===== src/rtl/cnt_chk_pkg.sv =====
`default_nettype none
// ============================================================================
// Module      : cnt_chk_pkg
// Description : Shared types and default constants for the counter checker.
// Revision    : 1.0 - initial release
// ============================================================================
package cnt_chk_pkg;

  // Default widths and loss-of-lock threshold
  localparam int c_err_w       = 8;
  localparam int c_wrap_w      = 8;
  localparam int c_loss_thresh = 3;

  // Value carried by the observed 4-bit step counter
  typedef logic [3:0] cnt_t;

  // Checker tracking states
  typedef enum logic [1:0] {
    ACQ   = 2'd0,
    TRACK = 2'd1,
    LOST  = 2'd2
  } state_t;

endpackage
`default_nettype wire


===== src/rtl/cnt_pred.sv =====
`default_nettype none
// ============================================================================
// Module      : cnt_pred
// Description : Combinational next-value predictor for the 4-bit up/down
//               step counter, plus a flag for a 15<->0 boundary crossing.
// Revision    : 1.0 - initial release
// ============================================================================
module cnt_pred
  import cnt_chk_pkg::*;
(
  input  logic [3:0] cnt,
  input  logic       step,
  input  logic       down,
  output logic [3:0] next,
  output logic       crossed
);

  logic [3:0] w_delta;

  // Step size in modulo-16 form: down steps become +15 / +14
  always_comb begin
    w_delta = 4'd1;
    case ({step, down})
      2'b00:   w_delta = 4'd1;
      2'b10:   w_delta = 4'd2;
      2'b01:   w_delta = 4'd15;
      2'b11:   w_delta = 4'd14;
      default: w_delta = 4'd1;
    endcase
  end

  assign next    = cnt + w_delta;
  // A wrap is seen as the result moving against the requested direction
  assign crossed = down ? (next > cnt) : (next < cnt);

endmodule
`default_nettype wire


===== config.mk =====
export PLATFORM = sky130hd
export DESIGN_NAME = cnt_pred
export DESIGN_NICKNAME = d
export VERILOG_FILES = /design/src/rtl/cnt_chk_pkg.sv /design/src/rtl/cnt_pred.sv
export SDC_FILE = /design/constraint.sdc
export NUM_CORES = 1
export LEC_CHECK = 0
export CELL_PAD_IN_SITES_DETAIL_PLACEMENT = 0
export CELL_PAD_IN_SITES_GLOBAL_PLACEMENT = 1
export CORE_AREA = 5 5 42 44
export DETAILED_ROUTE_END_ITERATION = 8
export DIE_AREA = 0 0 47 49
export GPL_TIMING_DRIVEN = 0
export PLACE_DENSITY_LB_ADDON = 0.1
export SLEW_MARGIN = 25
export SYNTH_ARGS = -nofsm -noshare
export SYNTH_HDL_FRONTEND = slang
export SYNTH_SLANG_ARGS = --single-unit

===== constraint.sdc =====
create_clock -name vclk -period 5.8
set_input_delay 1.16 -clock vclk [all_inputs]
set_output_delay 1.16 -clock vclk [all_outputs]
set_load 0.02 [all_outputs]

==> reports/summary.md <==
The class of the most critical hold timing path is input pin to output pin. The tools report the fraction of power consumed by combinational cells as 100.0%. The congestion estimate from routability-driven global placement came to 0.730.

Setup repair after global routing left no endpoint under its margin. The count of port buffers added during placement was 11; the power per cell area was 137 nW/µm². Entering global routing, the biggest net connects 6 pins. The die is 47 µm wide.

The relative area change from synthesis to final layout works out to 54.7%. After global routing the overflow that remains totals 0. Critical path endpoint category: an output pin.

Most common cell after layout, fill and taps aside: sky130_fd_sc_hd__clkdlybuf4s50_1. The worst setup path is of the input pin to output pin kind. The total internal power is 25.8 µW, and the number of clock buffer instances in the layout is 0.

The post-CTS setup buffer count is 0, and the unique cell type count in the Yosys netlist is 14. At the worst endpoint, the arrival time is 4.11 ns. In this run the count of I/O pins placed on the die edge is 11. After layout, the worst path uses 90.9% of the clock period. The switching power is 24.6 µW. Derived from the worst setup path, the maximum achievable clock frequency is 190 MHz. The cell area that synthesis handed to floorplanning was 238 µm². For the number of hold violations in the final report, the log shows 0.

The share of the yosys chip area belonging to registers was 0%; the post-route standard cell area excluding fillers was 368 µm². Across all hold checks on the routed design, the worst slack comes to 3.52 ns. The run gives 2300 µm² as the floorplan die area. Initial core utilization: 17.0%. The count of sequential standard cells was 0; the total of fill cells in the finished design was 173. The tools report the first element of the critical path as down. For this design, the CTS-stage hold fixing added 0 buffers. The tool flagged a number of max-cap violations equal to 0. The number of instances resized during post-cts repair is 0, and the via count of the first global-routing pass is 213.

The number of detailed-routing iterations run before antenna repair is 1, and the remaining design rule violation count is 0. Row generation in the floorplan step produced 14 rows. The logs give 0 for the DRC violation total after the first TritonRoute iteration and 0 for the count of warnings emitted by yosys.

On the critical path, the stage with the largest delay is an instance of sky130_fd_sc_hd__clkdlybuf4s50_1. Summed over its instances, the top area cell type makes up 36.8% of the synthesized netlist area. The vertical die dimension is 49 µm, and the number of antenna violations at the first check in global routing is 0. The run gives 0 as the final count of negative-setup-slack endpoints. The peak per-stage delay on the critical path is 0.62 ns. The multi-input combinational cell area is 204 µm², and the synthesized area divided by synthesized cell count is 7.67 µm². In this run the most critical hold path is launched from down. The run finished with clean final reports. The cell count after synthesis came out at 31. The tools report the number of max-slew violations in the final report as 0. At the worst endpoint, the required time is 4.64 ns. The dominant cell type by area after synthesis is sky130_fd_sc_hd__ha_1. IR analysis of the VDD net gives a maximum drop of 0.0304 mV.

Setup total negative slack on the finished layout was measured at 0 ns. The placed standard-cell area is 368 µm². For the count of antenna-violating nets left after detailed routing, the log shows 0.

The sequential share of power is 0%. At the pin with the least slew margin, the transition time is 0.229 ns. The fraction of layout cells with a size suffix above 1 was 4.76%.

The library cells used most frequently in the layout, excluding fill and tap cells, are sky130_fd_sc_hd__clkdlybuf4s50_1 (11), sky130_fd_sc_hd__inv_1 (8), sky130_fd_sc_hd__ha_1 (7). Cells fill 26.3% of the core in the end. The routed design has 506 µm of wire.

The clock network burns 0% of the power. Total power for the finished layout comes to 50.3 µW. Detail-routed net length per standard cell: 8.72 µm. The first global-routing pass estimated 848 µm of wire. For this design the static power due to leakage is 0.000184 µW. For the finished layout, the period the worst path requires is 5.27 ns. The routed layout has 221 vias. Registers take 0 µm².

Of the total power, the share spent switching nets is 48.8%. The tools report the core outline area as 1400 µm². The kind of start point of the critical path was an input pin.

At the end of the flow, the number of nets in the layout was 58. In the global route stage, overall resource usage came out at 4.71%. The number of vias per cell came out at 3.81. The tools report the relative max-transition margin as 84.7%.

When the netlist entered floorplanning its net count stood at 45. The number of antenna diodes in the final layout is 0. Yosys attributes the largest share of cell area to sky130_fd_sc_hd__ha_1 (37%), sky130_fd_sc_hd__inv_1 (13%), sky130_fd_sc_hd__fa_1 (8.4%). Walking the worst path, the cells encountered are clkdlybuf4s50_1, or2_2, ha_1, a21o_1, a21oi_2, xnor2_1, ha_1, nand2_1, o21ai_0, mux2i_1, clkdlybuf4s50_1. In this run the worst path has a maximum fanout of 5.
[worst max-delay path: cells and delay by family]
family,cells,cell delay (ns)
AO/OA/AOI/OAI,3,0.55
XOR/XNOR,1,0.10
adder cells (fa/ha/maj),2,0.59
buffers and inverters,2,1.12
multiplexers,1,0.21
AND/OR/NAND/NOR,2,0.38
[cells in the mapped netlist]
| library cell | number |
|---|---|
| sky130_fd_sc_hd__o21ai_0 | 2 |
| sky130_fd_sc_hd__a21oi_1 | 2 |
| sky130_fd_sc_hd__xor2_1 | 2 |
| sky130_fd_sc_hd__fa_1 | 1 |
| sky130_fd_sc_hd__inv_1 | 8 |
| sky130_fd_sc_hd__nand3_1 | 1 |
| sky130_fd_sc_hd__a21oi_2 | 1 |
| sky130_fd_sc_hd__nand2_1 | 1 |
| sky130_fd_sc_hd__or2_2 | 1 |
| sky130_fd_sc_hd__clkbuf_1 | 1 |
| sky130_fd_sc_hd__ha_1 | 7 |
| sky130_fd_sc_hd__a21o_1 | 1 |
| sky130_fd_sc_hd__xnor2_1 | 2 |
| sky130_fd_sc_hd__mux2i_1 | 1 |
[kinds of logic after synthesis]
kind of cell	share of synthesized area, %
and+or+nand+nor	6.31
adders and majority gates	45.3
muxes	4.21
xor gates and xnor gates	14.7
AOI/OAI and AO/OA	15.3
buffers and inverters	14.2
[layout make-up]
cell class	count	share of cell area [%]
Timing Repair Buffer	11	29.9
Multi-Input combinational cell	22	55.4
Tap cell	16	5.44
Inverter	8	8.16
Buffer	1	1.02
[per-stage QoR]
step                std cells  worst slack, ns
global route               58            0.328
finish                     58            0.527
CTS                        58            0.459
global placement           58            0.491
detailed placement         58            0.467
floorplan                  31             1.34
[routing by layer]
metal  part of all wire (%)  wire length, µm  GRT usage [%]  up-vias
li1                       -                -              -      122
met1                     44              224           6.75       90
met2                     41              206           7.24        9
met3                     15               75           1.48        0
met4                      0                0              0        0
met5                      0                0              0        -
[power by group through the flow]
stage               clock network [µW]  logic (µW)  registers (µW)
global placement                     0        51.4               0
global route                         0        56.8               0
CTS                                  0        51.8               0
detailed placement                   0        51.4               0
finish                               0        50.3               0
floorplan                            0        30.5               0
[worst paths after layout]
kind                  endpoint  slack (ns)  cells past startpoint
worst max-delay path   crossed        0.53                     11
worst min-delay path   crossed        3.52                      3
Power figures use the tool's default switching activity.
